<file path="src/rtl/stream_pkg.sv">
// Shared types and default widths for the result-path output stream sequencer.
package stream_pkg;

   typedef enum logic {S_IDLE, S_RUN} seq_state_t;

   localparam int unsigned AW_DEF = 8;
   localparam int unsigned PW_DEF = 4;

endpackage

</file>
<file path="src/rtl/stream_cnt.sv">
// Up-counter with enable and synchronous clear; flags when the count equals a terminal value.
module stream_cnt #(
   parameter int unsigned W = 8
) (
   input  logic         clk,
   input  logic         rst,
   input  logic         en_i,
   input  logic         clr_i,
   input  logic [W-1:0] term_i,
   output logic         at_term_c
);

   logic [W-1:0] cnt_q, cnt_d;

   always_comb begin
      cnt_d = cnt_q;
      if (clr_i) begin
         cnt_d = '0;
      end else if (en_i) begin
         cnt_d = cnt_q + W'(1);
      end
   end

   always_ff @(posedge clk) begin
      if (rst) begin
         cnt_q <= '0;
      end else begin
         cnt_q <= cnt_d;
      end
   end

   assign at_term_c = (cnt_q == term_i);

endmodule

</file>
<file path="src/rtl/stream_out_seq.sv">
// Output-stream sequencer: turns compute-finished pulses into framed multi-packet result
// streams, reading the result buffer one cycle ahead of dst_valid. dst_ready stalls everything.
module stream_out_seq
   import stream_pkg::*;
#(
   parameter int unsigned AW           = AW_DEF,
   parameter int unsigned PW           = PW_DEF,
   parameter bit          LAST_PER_PKT = 1'b1
) (
   input  logic          clk,
   input  logic          rst,
   input  logic          get_fin,
   input  logic [AW-1:0] cfg_len,
   input  logic [PW-1:0] cfg_pkts,
   input  logic          dst_ready,
   output logic          dst_valid,
   output logic          dst_last,
   output logic          stream_v,
   output logic [AW-1:0] stream_a,
   output logic          busy,
   output logic          done
);

   seq_state_t    state_q, state_d;
   logic          pending_q, pending_d;
   logic [AW-1:0] len_q, len_d;
   logic [PW-1:0] pkts_q, pkts_d;
   logic [AW-1:0] addr_q, addr_d;
   logic          dst_valid_q, dst_valid_d;
   logic          dst_last_q, dst_last_d;
   logic          done_q, done_d;

   logic          start;
   logic          req;
   logic          word_end;
   logic          pkt_end;

   assign req      = pending_q | get_fin;
   assign stream_v = (state_q == S_RUN) & dst_ready;
   assign stream_a = addr_q;

   stream_cnt #(.W(AW)) u_word_cnt (
      .clk       (clk),
      .rst       (rst),
      .en_i      (stream_v),
      .clr_i     (start | (stream_v & word_end)),
      .term_i    (len_q),
      .at_term_c (word_end)
   );

   stream_cnt #(.W(PW)) u_pkt_cnt (
      .clk       (clk),
      .rst       (rst),
      .en_i      (stream_v & word_end),
      .clr_i     (start | (stream_v & word_end & pkt_end)),
      .term_i    (pkts_q),
      .at_term_c (pkt_end)
   );

   // Next state; a queued request at the final issue restarts RUN with no idle bubble.
   always_comb begin
      state_d     = state_q;
      start       = 1'b0;
      len_d       = len_q;
      pkts_d      = pkts_q;
      addr_d      = addr_q;
      dst_valid_d = dst_valid_q;
      dst_last_d  = dst_last_q;
      done_d      = stream_v & word_end & pkt_end;

      case (state_q)
         S_IDLE: begin
            if (dst_ready & req) begin
               state_d = S_RUN;
               start   = 1'b1;
            end
         end
         S_RUN: begin
            if (dst_ready & word_end & pkt_end) begin
               if (req) begin
                  start = 1'b1;
               end else begin
                  state_d = S_IDLE;
               end
            end
         end
         default: state_d = S_IDLE;
      endcase

      if (start) begin
         len_d  = cfg_len;
         pkts_d = cfg_pkts;
         addr_d = '0;
      end else if (stream_v) begin
         addr_d = addr_q + AW'(1);
      end

      // Consuming the queue while a new pulse arrives keeps one request queued.
      pending_d = start ? (pending_q & get_fin) : req;

      if (dst_ready) begin
         dst_valid_d = stream_v;
         dst_last_d  = stream_v & word_end & (LAST_PER_PKT | pkt_end);
      end
   end

   always_ff @(posedge clk) begin
      if (rst) begin
         state_q     <= S_IDLE;
         pending_q   <= 1'b0;
         len_q       <= '0;
         pkts_q      <= '0;
         addr_q      <= '0;
         dst_valid_q <= 1'b0;
         dst_last_q  <= 1'b0;
         done_q      <= 1'b0;
      end else begin
         state_q     <= state_d;
         pending_q   <= pending_d;
         len_q       <= len_d;
         pkts_q      <= pkts_d;
         addr_q      <= addr_d;
         dst_valid_q <= dst_valid_d;
         dst_last_q  <= dst_last_d;
         done_q      <= done_d;
      end
   end

   assign dst_valid = dst_valid_q;
   assign dst_last  = dst_last_q;
   assign done      = done_q;
   assign busy      = (state_q != S_IDLE) | pending_q | dst_valid_q;

endmodule
</file>
<file path="config.mk">
export PLATFORM = sky130hd
export DESIGN_NAME = stream_out_seq
export DESIGN_NICKNAME = d
export VERILOG_FILES = /design/src/rtl/stream_pkg.sv /design/src/rtl/stream_cnt.sv /design/src/rtl/stream_out_seq.sv
export SDC_FILE = /design/constraint.sdc
export NUM_CORES = 1
export LEC_CHECK = 0
export ABC_AREA = 1
export CORE_ASPECT_RATIO = 1.4
export CORE_MARGIN = 2
export CORE_UTILIZATION = 53
export DETAILED_ROUTE_END_ITERATION = 7
export PLACE_DENSITY_LB_ADDON = 0.08
export SLEW_MARGIN = 20
export SYNTH_ARGS = -nofsm -noshare
export SYNTH_HDL_FRONTEND = slang
export SYNTH_HIERARCHICAL = 1
export SYNTH_SLANG_ARGS = --single-unit
</file>
<file path="constraint.sdc">
create_clock -name clk -period 2.18 [get_ports clk]
set_input_delay 0.218 -clock clk [delete_from_list [all_inputs] [get_ports clk]]
set_output_delay 0.218 -clock clk [all_outputs]
set_load 0.05 [all_outputs]
</file>
==> results of run 1 <==
state kept, by name, indices dropped and copies added (netlist names):
signal            flops
u_word_cnt/cnt_q      8
u_pkt_cnt/cnt_q       4
dst_valid             1
done                  1
pending_q             1
state_q               1
len_q                 8
dst_last              1
stream_a              8
pkts_q                4
logic make-up (layout without fill, tap and decap cells):
family / Yosys count / in the layout
adder cells (fa/ha/maj): 3 / 3
AND/OR/NAND/NOR: 165 / 165
AO/OA/AOI/OAI: 32 / 32
buffers and inverters: 53 / 86
flip-flops: 37 / 37
XOR/XNOR: 6 / 6
worst max-delay path: stages, from the launching register on:
cell and delay [ns]:
sky130_fd_sc_hd__dfxtp_1 0.44, sky130_fd_sc_hd__nor2_1 0.08, sky130_fd_sc_hd__nor2_1 0.11, sky130_fd_sc_hd__nor2_1 0.05, sky130_fd_sc_hd__nand2_1 0.05, sky130_fd_sc_hd__nor2_1 0.05, sky130_fd_sc_hd__nand3_1 0.10, sky130_fd_sc_hd__inv_1 0.07
sky130_fd_sc_hd__nand2_4 0.06, sky130_fd_sc_hd__nand3_1 0.06, sky130_fd_sc_hd__nor2_1 0.43, sky130_fd_sc_hd__o21ai_0 0.17, sky130_fd_sc_hd__a21oi_1 0.13
cell usage after synthesis (all sizes together):
master and number:
nand2 84, nor2 53, inv 46, dfxtp 37, nand3 28, a21oi 27, buf 6, o21ai 5
xnor2 4, ha 3, xor2 2, clkbuf 1
worst paths after layout:
kind | start | end | slack, ns | depth (start not counted)
setup reg to reg | u_word_cnt/cnt_q[0]$_SDFFE_PP0P_ | u_word_cnt/cnt_q[0]$_SDFFE_PP0P_ | 0.31 | 12
setup / recovery | u_word_cnt/cnt_q[0]$_SDFFE_PP0P_ | u_word_cnt/cnt_q[0]$_SDFFE_PP0P_ | 0.31 | 12
hold / removal | dst_last$_SDFFE_PP0P_ | dst_last$_SDFFE_PP0P_ | 0.48 | 2
hold reg to reg | dst_last$_SDFFE_PP0P_ | dst_last$_SDFFE_PP0P_ | 0.48 | 2
cell type report:
class	count	area [um2]	area share [%]
repair buffers	34	335	14.2
flip-flops and latches	37	741	31.4
clock buffers	5	68.8	2.92
inverters	46	173	7.33
multi-input cells	206	981	41.6
well taps	42	52.6	2.23
clock inverters	1	5.00	0.212
report_power, final:
group / total (mW) / switching [mW] / internal [mW]
clock network: 0.431 / 0.221 / 0.210
logic: 0.249 / 0.141 / 0.108
registers: 0.732 / 0.0257 / 0.707
per-stage QoR:
stage               std cells  setup slack [ns]
floorplan                 296             0.441
global placement          365             0.329
detailed placement        365             0.256
CTS                       371             0.303
global route              371            0.0162
finish                    371             0.309
per-layer routing:
layer | GRT usage, % | vias up
li1 | - | 968
met2 | 32.4 | 26
met4 | 8.13 | 0
met1 | 22.4 | 781
met3 | 4.07 | 4
met5 | 0 | -
==> insert_results.sql, run 1 <==
INSERT INTO impl_metrics (metric_group, metric, value, unit) VALUES
('routing', 'initialDrtViolationCount', '61', ''),
('cells_and_area', 'diodes', '0', ''),
('routing', 'drt-vias-per-instance', '4.80', ''),
('floorplan', 'io-pin-count', '29', ''),
('timing', 'timing.fmax', '0.534', 'GHz'),
('routing', 'wl_met2', '1.74', 'mm'),
('clock_tree', 'cts_hold_buffers', '0', ''),
('clock_tree', 'cts.sinks', '37', ''),
('routing', 'max_used_layer', 'met4', ''),
('synth', 'synth.yosys.warnings', '6', ''),
('synth', 'synth_xor_area_share', '2.69', '%'),
('floorplan', 'fp.coreArea', '3580', 'um2'),
('timing', 'final_min_period_over_clock_period', '85.8', '%'),
('critical_path', 'worstPathRequired', '2.40', 'ns'),
('routing', 'vias', '1779', ''),
('synth', 'synth_fp_nets', '315', ''),
('synth', 'post-synth-top-area-cell', 'sky130_fd_sc_hd__dfxtp_1', ''),
('routing', 'route.met3.wl', '102', 'um'),
('global_routing', 'grt_remaining_overflow', '0', ''),
('floorplan', 'design.die.area', '4200', 'um2'),
('placement', 'post_dp_cell_area', '2280', 'um2'),
('critical_path', 'worstSetupPathType', 'flip-flop to flip-flop', ''),
('placement', 'gp_routability_congestion', '0.791', ''),
('synth', 'compound_gate_fraction_of_synth_area', '8.39', '%'),
('critical_path', 'timing.critical_path.arrival', '2.09', 'ns'),
('timing', 'period_needed', '1.87', 'ns'),
('clock_tree', 'tritoncts.num_buffers', '5', ''),
('cells_and_area', 'layout.cells.most_common_list', 'sky130_fd_sc_hd__nand2_1 (80), sky130_fd_sc_hd__nor2_1 (49), sky130_fd_sc_hd__inv_1 (45)', ''),
('clock_tree', 'clock_pin_slew_on_the_worst_setup_and_hold_paths', '0.07', 'ns'),
('routing', 'wl_met1', '1.72', 'mm'),
('synth', 'syn_area_per_cell', '6.60', 'um2'),
('floorplan', 'initial_utilization', '54.6', '%'),
('placement', 'buffer_ports.inserted', '28', ''),
('floorplan', 'die_y', '75.9', 'um'),
('outcome', 'status', 'complete, no violations', ''),
('timing', 'final-setup-viol-count', '0', ''),
('timing', 'timing_hold_violations_final', '0', ''),
('timing', 'final.hold.worst_slack', '0.477', 'ns'),
('clock_tree', 'tritoncts_clock_tree', 'done', ''),
('cells_and_area', 'layout_commonest_cell', 'sky130_fd_sc_hd__nand2_1', ''),
('cells_and_area', 'filler_cell_count', '337', ''),
('synth', 'ys_top_cells_by_area', 'sky130_fd_sc_hd__dfxtp_1 (38%), sky130_fd_sc_hd__nand2_1 (15%), sky130_fd_sc_hd__nor2_1 (9.4%)', ''),
('timing', 'finClkSkew', '0.00563', 'ns'),
('clock_tree', 'cts_root_buf', 'sky130_fd_sc_hd__clkbuf_8', ''),
('job', 'maxCapViolations', '0', ''),
('timing', 'setup_repair_after_global_routing_missed_its_margin', 'false', ''),
('timing', 'worst_slew_pin_slew', '0.526', 'ns'),
('synth', 'synth.mux.area_fraction', '0', '%'),
('cells_and_area', 'final_area', '2360', 'um2'),
('clock_tree', 'cts_max_path_buffers', '2', ''),
('synth', 'synth_top_area_share', '37.9', '%'),
('timing', 'setup-tns-final', '0', 'ns'),
('clock_tree', 'worstSkewPairLatency', '0.28', 'ns'),
('cells_and_area', 'area_delta_synth_final', '20.6', '%'),
('global_routing', 'global_route_wire_length_before_repair', '6.20', 'mm'),
('hold_path', 'hp-class', 'flip-flop to flip-flop', ''),
('global_routing', 'first_global_vias', '1486', ''),
('global_routing', 'global_route.usage.total', '18.6', '%'),
('critical_path', 'worst_setup_path_end_kind', 'flip-flop', ''),
('cells_and_area', 'nNetsFinal', '349', ''),
('routing', 'routedWlPerCell', '9.71', 'um'),
('synth', 'synth_simple_gate_area_share', '37.2', '%'),
('synth', 'main_combinational_cell_family_by_area_after_synthesis', 'simple AND/OR/NAND/NOR gates', ''),
('routing', 'detail_route.wirelength', '3.60', 'mm'),
('synth', 'post_synthesis_cell_area', '1950', 'um2'),
('synth', 'synth_fa_ha_area_share', '1.92', '%'),
('clock_tree', 'cts.repair_timing.setup_buffer_count', '0', ''),
('synth', 'ys_seq_area_share', '37.9', '%'),
('synth', 'ys_ff_latch', '37', ''),
('floorplan', 'row_count', '26', ''),
('global_routing', 'grt_antenna_before_repair', '0', '');
(Power assumes the default switching activity.)
==> inputs of run 2 (changes only) <==
TNS_END_PERCENT = 1   (was unset)
==> results of run 2 <==
Same layout as run 1: the final DEF is identical, and so are final timing and power.
